==> src/rtl/stream_mux_pkg.sv <==
// Shared definitions for stream_mux_rr: mode constants, lock state
// encoding and the wrapping pointer increment used by round-robin.
// Optional packet lock is enabled by defining STREAM_MUX_PKT_LOCK_EN.
package stream_mux_pkg;

    localparam int MODE_SEL = 0;   // external channel select
    localparam int MODE_RR  = 1;   // internal round-robin arbitration

    // Packet lock state: OPEN arbitrates per beat, HELD pins the grant.
    typedef enum logic {
        LK_OPEN = 1'b0,
        LK_HELD = 1'b1
    } lock_state_e;

    // Increment a channel index, wrapping n-1 back to 0.
    function automatic logic [31:0] rr_next(input logic [31:0] ptr, input logic [31:0] n);
        return ((ptr + 32'd1) >= n) ? 32'd0 : (ptr + 32'd1);
    endfunction

endpackage

==> src/rtl/rr_arbiter.sv <==
// Combinational round-robin arbiter. Searches requests starting at the
// pointer and wrapping modulo N; the first requester wins. The pointer
// register itself is owned by the caller.
module rr_arbiter #(
    parameter int N     = 4,
    parameter int IDX_W = $clog2(N)
) (
    input  logic [N-1:0]     i_req,
    input  logic [IDX_W-1:0] i_ptr,
    output logic [N-1:0]     o_grant,
    output logic [IDX_W-1:0] o_grant_idx,
    output logic             o_grant_vld
);

    // Rotating priority search: first request at or after i_ptr wins.
    always_comb begin
        logic             found;
        logic [IDX_W-1:0] idx;
        o_grant     = '0;
        o_grant_idx = '0;
        o_grant_vld = |i_req;
        found       = 1'b0;
        idx         = '0;
        for (int k = 0; k < N; k++) begin
            idx = IDX_W'((32'(i_ptr) + 32'(k)) % 32'(N));
            if (!found && i_req[idx]) begin
                found        = 1'b1;
                o_grant_idx  = idx;
                o_grant[idx] = 1'b1;
            end
        end
    end

endmodule

==> src/rtl/stream_mux_rr.sv <==
// N-channel valid/ready stream multiplexer with one registered output
// stage. Channel choice is either the external sel input (MODE=0) or
// round-robin arbitration (MODE=1). Define STREAM_MUX_PKT_LOCK_EN to add
// in_last/out_last and hold the grant on one channel for a whole packet.
//
// Handshake: a beat moves on channel i when in_valid[i] && in_ready[i],
// and leaves the output when out_valid && out_ready. in_ready is only
// ever raised on the granted channel, and only when the output register
// is empty or draining in the same cycle, so throughput is 1 beat/cycle.
module stream_mux_rr
    import stream_mux_pkg::*;
#(
    parameter int N_CH   = 4,
    parameter int DATA_W = 8,
    parameter int MODE   = 1,
    parameter int SEL_W  = $clog2(N_CH)
) (
    input  logic                   clk,
    input  logic                   rst,
    input  logic [N_CH-1:0]        in_valid,
    output logic [N_CH-1:0]        in_ready,
    input  logic [N_CH*DATA_W-1:0] in_data,
`ifdef STREAM_MUX_PKT_LOCK_EN
    input  logic [N_CH-1:0]        in_last,
`endif
    input  logic [SEL_W-1:0]       sel,
    output logic                   out_valid,
    input  logic                   out_ready,
    output logic [DATA_W-1:0]      out_data,
`ifdef STREAM_MUX_PKT_LOCK_EN
    output logic                   out_last,
`endif
    output logic [SEL_W-1:0]       out_ch
);

    logic                  r_out_valid;
    logic [DATA_W-1:0]     r_out_data;
    logic [SEL_W-1:0]      r_out_ch;

    logic                  w_load_en;
    logic                  w_xfer;
    logic [N_CH-1:0]       w_pick_oh;
    logic [SEL_W-1:0]      w_pick_idx;
    logic                  w_pick_vld;
    logic [N_CH-1:0]       w_grant_oh;
    logic [SEL_W-1:0]      w_grant_idx;
    logic                  w_grant_vld;
    logic [DATA_W-1:0]     w_grant_data;

    assign w_load_en = !r_out_valid || out_ready;
    assign w_xfer    = !rst && w_load_en && w_grant_vld;

    generate
        if (MODE == MODE_SEL) begin : g_sel
            // External select: out-of-range sel matches no channel.
            always_comb begin
                w_pick_oh  = '0;
                w_pick_vld = 1'b0;
                w_pick_idx = sel;
                for (int i = 0; i < N_CH; i++) begin
                    if (sel == SEL_W'(i)) begin
                        w_pick_oh[i] = 1'b1;
                        w_pick_vld   = in_valid[i];
                    end
                end
            end
        end else begin : g_rr
            logic [SEL_W-1:0] r_ptr;

            rr_arbiter #(
                .N     (N_CH),
                .IDX_W (SEL_W)
            ) u_arb (
                .i_req       (in_valid),
                .i_ptr       (r_ptr),
                .o_grant     (w_pick_oh),
                .o_grant_idx (w_pick_idx),
                .o_grant_vld (w_pick_vld)
            );

            // Pointer moves past the winner only when a beat is taken.
            always_ff @(posedge clk) begin
                if (rst) begin
                    r_ptr <= '0;
                end else if (w_xfer) begin
                    r_ptr <= SEL_W'(rr_next(32'(w_grant_idx), 32'(N_CH)));
                end
            end
        end
    endgenerate

`ifdef STREAM_MUX_PKT_LOCK_EN
    lock_state_e      r_lock_state;
    logic [SEL_W-1:0] r_lock_ch;
    logic             r_out_last;
    logic             w_grant_last;

    // While a packet is open the grant is pinned to the locked channel.
    always_comb begin
        w_grant_oh  = w_pick_oh;
        w_grant_idx = w_pick_idx;
        w_grant_vld = w_pick_vld;
        if (r_lock_state == LK_HELD) begin
            w_grant_oh  = '0;
            w_grant_idx = r_lock_ch;
            w_grant_vld = 1'b0;
            for (int i = 0; i < N_CH; i++) begin
                if (r_lock_ch == SEL_W'(i)) begin
                    w_grant_oh[i] = 1'b1;
                    w_grant_vld   = in_valid[i];
                end
            end
        end
    end

    // Last flag of the granted channel.
    always_comb begin
        w_grant_last = 1'b0;
        for (int i = 0; i < N_CH; i++) begin
            if (w_grant_idx == SEL_W'(i)) begin
                w_grant_last = in_last[i];
            end
        end
    end

    // Lock FSM: a non-last beat opens/keeps a packet, a last beat closes it.
    always_ff @(posedge clk) begin
        if (rst) begin
            r_lock_state <= LK_OPEN;
            r_lock_ch    <= '0;
        end else if (w_xfer) begin
            if (w_grant_last) begin
                r_lock_state <= LK_OPEN;
            end else begin
                r_lock_state <= LK_HELD;
                r_lock_ch    <= w_grant_idx;
            end
        end
    end

    // Last flag travels with the data in the output register.
    always_ff @(posedge clk) begin
        if (rst) begin
            r_out_last <= 1'b0;
        end else if (w_xfer) begin
            r_out_last <= w_grant_last;
        end
    end

    assign out_last = r_out_last;
`else
    assign w_grant_oh  = w_pick_oh;
    assign w_grant_idx = w_pick_idx;
    assign w_grant_vld = w_pick_vld;
`endif

    // Data of the granted channel.
    always_comb begin
        w_grant_data = '0;
        for (int i = 0; i < N_CH; i++) begin
            if (w_grant_idx == SEL_W'(i)) begin
                w_grant_data = in_data[i*DATA_W +: DATA_W];
            end
        end
    end

    // Ready only on the granted channel, and never while in reset.
    always_comb begin
        in_ready = '0;
        if (!rst && w_load_en && w_grant_vld) begin
            in_ready = w_grant_oh;
        end
    end

    // Output register: load on free/draining slot, hold under backpressure.
    always_ff @(posedge clk) begin
        if (rst) begin
            r_out_valid <= 1'b0;
            r_out_data  <= '0;
            r_out_ch    <= '0;
        end else if (w_load_en) begin
            r_out_valid <= w_xfer;
            if (w_xfer) begin
                r_out_data <= w_grant_data;
                r_out_ch   <= w_grant_idx;
            end
        end
    end

    assign out_valid = r_out_valid;
    assign out_data  = r_out_data;
    assign out_ch    = r_out_ch;

endmodule

==> config.mk <==
export PLATFORM = sky130hd
export DESIGN_NAME = stream_mux_rr
export DESIGN_NICKNAME = d
export VERILOG_FILES = /design/src/rtl/stream_mux_pkg.sv /design/src/rtl/rr_arbiter.sv /design/src/rtl/stream_mux_rr.sv
export SDC_FILE = /design/constraint.sdc
export NUM_CORES = 1
export LEC_CHECK = 0
export ABC_AREA = 1
export CORE_MARGIN = 3
export CORE_UTILIZATION = 38
export DETAILED_ROUTE_END_ITERATION = 8
export PLACE_DENSITY_LB_ADDON = 0.2
export SYNTH_ARGS = -nofsm -noshare
export SYNTH_HDL_FRONTEND = slang
export SYNTH_SLANG_ARGS = --single-unit
==> constraint.sdc <==
create_clock -name clk -period 2.6 [get_ports clk]
set_input_delay 0.26 -clock clk [delete_from_list [all_inputs] [get_ports clk]]
set_output_delay 0.26 -clock clk [all_outputs]
set_load 0.01 [all_outputs]
# Yosys cells after proc, flatten, opt, wreduce, memory -nomap -nowiden
# Index checks and enable logic that the tools add are counted.
totals:
  reg_bits: 13
  inputBits: 41
  wordCells: 74
  output_inout_bits: 15
op_classes:
  n_mux: 33
  eq_ne: 3
  n_bitwise: 3
  order_cmp: 9
  n_reduce_logical: 18
  add_sub_neg: 4
op_table:
  columns: ["op", "count"]
  rows:
  - ["two-way mux 8 bit", 4]
  - ["two-way mux 4 bit", 5]
  - ["< comparator 2 x 3 -> 1 bit (second input constant)", 4]
  - ["bitwise OR 4 bit", 3]
  - ["two-way mux 1 bit", 11]
  - ["two-way mux 2 bit", 5]
  - ["logical AND 1 bit", 9]
  - ["binary-select mux 1 bit (select 2 bit)", 4]
  - ["demux 1 bit (select 2 bit)", 4]
  - [">= comparator 2 x 1 -> 1 bit (second input constant)", 4]
  - ["logical NOT 1 bit", 5]
  - ["adder 2 bit (second input constant)", 2]
  - ["== test 2 bit (second input constant)", 2]
  - ["OR reduction 4 bit", 1]
  - ["adder 2 x 1 -> 3 bit (second input constant)", 1]
  - [">= comparator 3 bit (second input constant)", 1]
  - ["adder 2 x 1 -> 2 bit (second input constant)", 1]
  - ["== test 2 x 1 -> 1 bit (second input constant)", 1]
  - ["logical NOT 2 bit", 1]
  - ["AND reduction 2 bit", 1]
  - ["logical OR 1 bit", 1]

# Depth between registers and ports, before layout
# Gate-level depths: netlist of the first run.
depth:
  depth_word: 17
  ltp_mapped: 20
  depth_no_buf: 19

# By module
# Synthesis of the first run repeated with hierarchy kept, for this count alone.
hier_totals:
  hier_cells: 225
  area_unflattened_um2: 1430.1
by_module_without_submodules:
  columns: ["mod", "n_inst", "cells_per_inst", "area_each_um2", "seq_area_each_um2"]
  rows:
  - ["stream_mux_rr", 1, 142, 895.9, 260.2]
  - ["rr_arbiter", 1, 83, 534.3, 0.0]

# Worst setup path before layout of the first run
# No wires, ideal clock.
synth_path:
  path_kind: "register to register"
  startpoint: "register g_rr.r_ptr[0]"
  endpoint: "register r_out_data[6] (netlist: out_data[6])"
  synth_period_minus_slack_ns: 2.688
  required_time_ns: 2.540
  stages_incl_launch_ff: 19
  slack_ns: -0.088
  n_path_buf: 1
  t_arrival_ns: 2.628
  path_cell_list: "dfxtp_1 inv_2 ha_1 inv_1 nand3_1 nand2_2 nor2_8 nand2_4 o211ai_2 inv_1 ha_1 clkbuf_1 inv_1 nand3_1 nand2_1 o21ai_0 a21oi_1 o21ai_0 nand2_1"
synth_via:
  elab_chain_cells: 17
synth_rtl:
  columns: ["element", "line", "text"]
  rows:
  - ["start: declaration", "stream_mux_rr.sv:68", "logic [SEL_W-1:0] r_ptr;"]
  - ["start signal: assignment", "stream_mux_rr.sv:86", "r_ptr <= SEL_W'(rr_next(32'(w_grant_idx), 32'(N_CH)));"]
  - ["branches (longest 11 deep; another with adder 2 x 1 -> 2 bit)", null, null]
  - ["two-way mux 2 bit *", "rr_arbiter.sv:26", "if (!found && i_req[idx]) begin"]
  - ["via g_rr.u_arb.o_grant_idx[1]", "rr_arbiter.sv:11", "output logic [IDX_W-1:0] o_grant_idx,"]
  - ["logical NOT 2 bit", "stream_mux_rr.sv:161", "if (w_grant_idx == SEL_W'(i)) begin"]
  - ["two-way mux 8 bit (3 in series)", "stream_mux_rr.sv:161", null]
  - ["two-way mux 8 bit *", "stream_mux_rr.sv:161", null]
  - ["end signal: assignment", "stream_mux_rr.sv:184", "r_out_data <= w_grant_data;"]
  - ["end: declaration", "stream_mux_rr.sv:37", "logic [DATA_W-1:0] r_out_data;"]
# Mark *: on every way through the listed nets, which the timed path passes. The select of a mux whose other input is x is not followed.
# A chain may end at the register's enable or synchronous reset.

# Worst setup path after layout of the first run
layout_path:
  startpoint: "register g_rr.r_ptr[1]"
  endpoint: "register r_out_data[1] (netlist: out_data[1])"
# The elaborated chain is that of the path after synthesis.

==> results of run 1 <==
## state kept, by name, summed over array words and instances (netlist names)
| register | cells |
|---|---|
| out_valid | 1 |
| g_rr.r_ptr | 2 |
| out_ch | 2 |
| out_data | 8 |
## final timing paths
path | to | slack, ps | from | depth (start not counted)
max reg2reg | out_data[1] | 180 | g_rr.r_ptr[1] | 14
max | out_data[1] | 180 | g_rr.r_ptr[1] | 14
min | out_data[2] | 470 | out_data[2] | 2
min reg2reg | out_data[2] | 470 | out_data[2] | 2
## final cells by class
| type | count | area (µm²) | area share, % |
|---|---|---|---|
| Multi-Input combinational cell | 160 | 942 | 45.4 |
| Timing Repair Buffer | 74 | 711 | 34.2 |
| Sequential cell | 13 | 263 | 12.7 |
| Inverter | 21 | 78.8 | 3.80 |
| Tap cell | 44 | 55.1 | 2.65 |
| Clock buffer | 4 | 26.3 | 1.27 |
## per-layer routing
metal / global-route usage, % / part of all wire [%]
met1: 25.5 / 50
met2: 25.9 / 45
met3: 2.11 / 3.9
met4: 3.96 / 0.28
met5: 0 / 0
## cell usage after synthesis, drive strengths merged
master and n:
nand2 55, nand3 41, a21oi 22, inv 21, o21ai 18, dfxtp 13, ha 12, clkbuf 6
nor2 5, nand4 3, a21boi 2, buf 2, a22oi 1, o211ai 1
## logic make-up after synthesis
logic type,after synthesis
and+or+nand+nor,104
DFF,13
AOI/OAI and AO/OA,44
adders and majority gates,12
buffers and inverters,29
## power by group through the flow
stage | combinational, mW | clock, mW | sequential, mW
floorplan | 0.918 | 0 | 0.343
CTS | 1.58 | 0.124 | 0.304
finish | 1.68 | 0.117 | 0.304
global placement | 1.54 | 0 | 0.306
detailed placement | 1.55 | 0 | 0.307
global route | 1.88 | 0.132 | 0.311
## worst max-delay path, stage by stage (launching register included)
cell and delay, ps:
dfxtp_2 340, inv_2 50, ha_4 310, inv_1 80
nand3_1 90, nand2_2 90, nor2_8 120, nand2_4 70
o211ai_4 220, ha_2 320, inv_1 140, o21ai_0 220
a21oi_1 80, o21ai_1 110, nand2_1 70
## what timing repair did
item / 4_1_cts / 5_1_grt
setup endpoints to repair: 10 / 12
gates resized for setup: 2 / 11
setup buffers: 0 / 2
pin swaps: 0 / 3
## per-stage QoR
step                TNS, ps  hold WS [ps]
floorplan                 0           315
global placement      -61.1           460
detailed placement     -223           465
CTS                       0           477
global route          -69.7           496
finish                    0           474
==> flow_summary.yaml, run 1 <==
place:
  dp_hpwl_um: 2810
  port_buffers: 53
  place_ws_ps: -47.3
  placed_area_um2: 1990
  dp_cells: 310
  gp_congestion: 0.843
pwr:
  powerDensity_nw_per_um2: 1010
  power_frac_clock_pct: 5.6
  peakVddDrop_mv: 0.527
  p_sw_mw: 1.00
  p_leak_nw: 1.05
  swShare_pct: 47.8
  power.total_mw: 2.10
  p_comb_share_pct: 80.0
  share_seq_of_total_power_pct: 14.5
  power.internal_mw: 1.10
die:
  coreArea_um2: 3150
  die_x_um: 64.2
  fp-row-count: 20
  die_y_um: 64.2
  pin_count: 56
  dieArea_um2: 4120
  start_util_pct: 40.8
global_routing:
  grt_pass1_vias: 1384
  antenna_found_initial: 0
  grt_start_max_net_pins: 21
  grt_pass1_wl_um: 5900
  grt.total_usage_pct: 17.1
  overflow: 0
yosys:
  synthMuxAreaShare_pct: 0
  synth-xor-area-share_pct: 0
  yosysSeqAreaShare_pct: 20.2
  synth.top_cell.area_share_pct: 20.2
  synth_seq_cells: 13
  synth_top_family_by_area: "simple AND/OR/NAND/NOR gates"
  syn_area_um2: 1290
  yosys.area_share.simple_pct: 40.4
  synthDistinctLibCells: 25
  yosys-top-cells-area: "dfxtp_1 20%, nand3_1 15%, nand2_1 14%"
  synth-compound-area-share_pct: 18.6
  yosysTopAreaCell: "dfxtp_1"
  yosysWarnings: 0
  syn_inst: 202
  syn_nets: 255
  syn_area_per_cell_um2: 6.37
  synthAdderAreaFrac_pct: 11.7
sta:
  finalSetupViolCount: 0
  tightest_slew_ps: 286
  fin_crit_sh_pct: 93.1
  report.final.hold_viol_count: 0
  worst_clock_skew_ps: 2.98
  period_needed_ps: 2420
  fin_ws_ps: 179
  max_freq_ghz: 0.413
  max-slew-margin-rel_pct: 80.9
  final-max-slew-violation-count: 0
clock_tree:
  cts_buffers: 3
  cts_root_buffer: "clkbuf_4"
  clock_path_buffers: 2
  cts_tree: "built"
  clkSinkCount: 13
  h-tree-depth: 1
  hold_buffers: 0
  clk_pin_slew_ps: 70
  clk_latency_ps: 260
detailed_routing:
  ant_nets: 0
  first_iter_violations: 77
  drc_errors: 0
  vias_per_cell: 4.81
  vias: 1519
  wl_per_cell_um: 11.5
  routed_wl_um: 3630
  drt-pass1-iter-count: 4
run:
  maxCapViolCount: 0
finish:
  final_cell_mix: "49 x nand2_1, 49 x clkdlybuf4s50_1, 38 x nand3_1"
  fin_area_um2: 2080
  antennaDiodeCount: 0
  syn_to_final_growth_pct: 61.2
  num-fill-cells: 305
  layoutNonFillerInstCount: 316
  drive_above_1_share_pct: 19.1
  final_nets: 326
  utilization_pct: 65.8
worst_setup_path:
  worst_setup_path_end_kind: "flop"
  crit_type: "flop to flop"
  start_kind: "flop"
  critPathRequiredTime_ps: 2750
  arrival_ps: 2570
  path_max_fanout: 9
outcome:
  status: "finished, final reports clean"
min_path:
  hp-class: "flop to flop"
No activity file was read; power rests on OpenSTA's default activity.
==> inputs of run 2 (changes only) <==
CTS_BUF_LIST = sky130_fd_sc_hd__clkbuf_4 sky130_fd_sc_hd__clkbuf_8 sky130_fd_sc_hd__clkbuf_16   (was default)
==> flow_summary.yaml, run 2 (same netlist as run 1, synthesis figures left out) <==
clock_tree:
  cts_tree: "built"
  clk_latency_ps: 270
  hold_buffers: 0
  cts_buffers: 3
  h-tree-depth: 1
  clkSinkCount: 13
  clk_pin_slew_ps: 70
  clock_path_buffers: 2
  cts_root_buffer: "clkbuf_4"
finish:
  largest_reg_flops: 8
  syn_to_final_growth_pct: 61.2
  fin_area_um2: 2080
  antennaDiodeCount: 0
  final_cell_mix: "49 x nand2_1, 49 x clkdlybuf4s50_1, 38 x nand3_1"
  drive_above_1_share_pct: 19.1
  final_nets: 326
  layoutNonFillerInstCount: 316
place:
  port_buffers: 53
  placed_area_um2: 1990
  dp_cells: 310
  place_ws_ps: -47.3
  gp_congestion: 0.843
  dp_hpwl_um: 2810
sta:
  max_freq_ghz: 0.416
  fin_tns_setup_ps: 0
  fin_crit_sh_pct: 92.3
  worst_clock_skew_ps: 1.89
  worst_hold_slack_ps: 474
  period_needed_ps: 2400
  final-max-slew-violation-count: 0
  fin_ws_ps: 199
  max-slew-margin-rel_pct: 81.0
  report.final.hold_viol_count: 0
  tightest_slew_ps: 285
  finalSetupViolCount: 0
die:
  die_x_um: 64.2
  pin_count: 56
  fp-row-count: 20
  dieArea_um2: 4120
  die_y_um: 64.2
  coreArea_um2: 3150
  start_util_pct: 40.8
worst_setup_path:
  critPathBufInv: 3
  rr_worst_depth: 14
  r2r_start: "g_rr.r_ptr[1]"
  critPathRequiredTime_ps: 2760
  worst-path-stages: 14
  rrSetupSlack_ps: 200
  crit_chain: "inv_2, ha_4, inv_1, nand3_1, nand2_2, nor2_8, nand2_4, o211ai_4, ha_2, inv_1, o21ai_0, a21oi_1, o21ai_1, nand2_1"
  rr_endpoint: "out_data[1]"
  cp-endpoint: "out_data[1]"
  crit_family: "adder cells"
  start_kind: "flop"
  worst_setup_path_end_kind: "flop"
  crit_top_cell: "inv_1"
  path_max_fanout: 9
  cpPeakStageDelay_ps: 340
  critical_path.startpoint: "g_rr.r_ptr[1]"
  crit_type: "flop to flop"
  arrival_ps: 2570
  slowest_stage: "dfxtp_2"
detailed_routing:
  vias: 1522
  drt-pass1-iter-count: 4
  first_iter_violations: 72
  drc_errors: 0
  ant_nets: 0
  routed_wl_um: 3620
  wl_per_cell_um: 11.5
  vias_per_cell: 4.82
global_routing:
  grt_pass1_vias: 1383
  grt_pass1_wl_um: 5930
  overflow: 0
  grt.total_usage_pct: 17.4
  antenna_found_initial: 0
  grt_start_max_net_pins: 21
min_path:
  hp-class: "flop to flop"
run:
  maxCapViolCount: 0
pwr:
  peakVddDrop_mv: 0.517
  powerDensity_nw_per_um2: 1010
  p_leak_nw: 1.05
outcome:
  status: "finished, final reports clean"
run 2: cell types whose count changed in the layout (fill, tap and decap cells not counted):
cell | before | now
a21oi_2 | 2 | 1
a21oi_1 | 20 | 21
clkbuf_4 | 3 | 4
clkbuf_1 | 1 | 0
run 2: worst min-delay path by stage:
stage	startpoint	endpoint	slack (ps)	cells after the start
floorplan	rst	g_rr.r_ptr[0]	320	1
global placement	out_data[0]	out_data[0]	460	2
detailed placement	out_ch[1]	out_ch[1]	470	2
CTS	out_data[2]	out_data[2]	480	2
global route	out_data[5]	out_data[5]	500	2
finish	out_data[2]	out_data[2]	470	2
run 2: cell type report:
| cell class | count | area [µm²] |
|---|---|---|
| Sequential cell | 13 | 263 |
| Tap cell | 44 | 55.1 |
| Fill cell | 309 | 1080 |
| Timing Repair Buffer | 74 | 711 |
| Multi-Input combinational cell | 160 | 938 |
| Inverter | 21 | 78.8 |
| Clock buffer | 4 | 30.0 |
run 2: what timing repair did:
action / CTS / global route
pin swaps: 0 / 3
setup buffers: 0 / 2
endpoints found under the setup margin: 9 / 12
gates resized for setup: 2 / 10
cloned: 0 / 0
run 2: through the flow:
stage	util, %	power [mW]
4_1_cts	64.5	2.02
5_1_grt	65.8	2.33
3_3_place_gp	63.2	1.85
3_5_place_dp	63.2	1.86
6_report	65.8	2.11
2_1_floorplan	-	1.26
run 2: routing by layer:
layer | vias to the layer above | share of wire [%] | GRT usage, %
li1 | 818 | - | -
met1 | 665 | 50 | 25.8
met3 | 4 | 4.1 | 2.64
met5 | - | 0 | 0
met4 | 0 | 0.55 | 4.75
met2 | 35 | 45 | 25.8
run 2: power breakdown:
part           leakage, nW  total [mW]  internal (mW)  switching, mW
Sequential           0.109       0.304          0.269         0.0341
Combinational        0.924        1.67          0.764          0.908
Clock               0.0184       0.131         0.0700         0.0611
run 2: tightest hold or removal path, cell delays in order (launching register included):
cell     delay [ps]
dfxtp_1         310
nand3_1          70
nand2_1          50
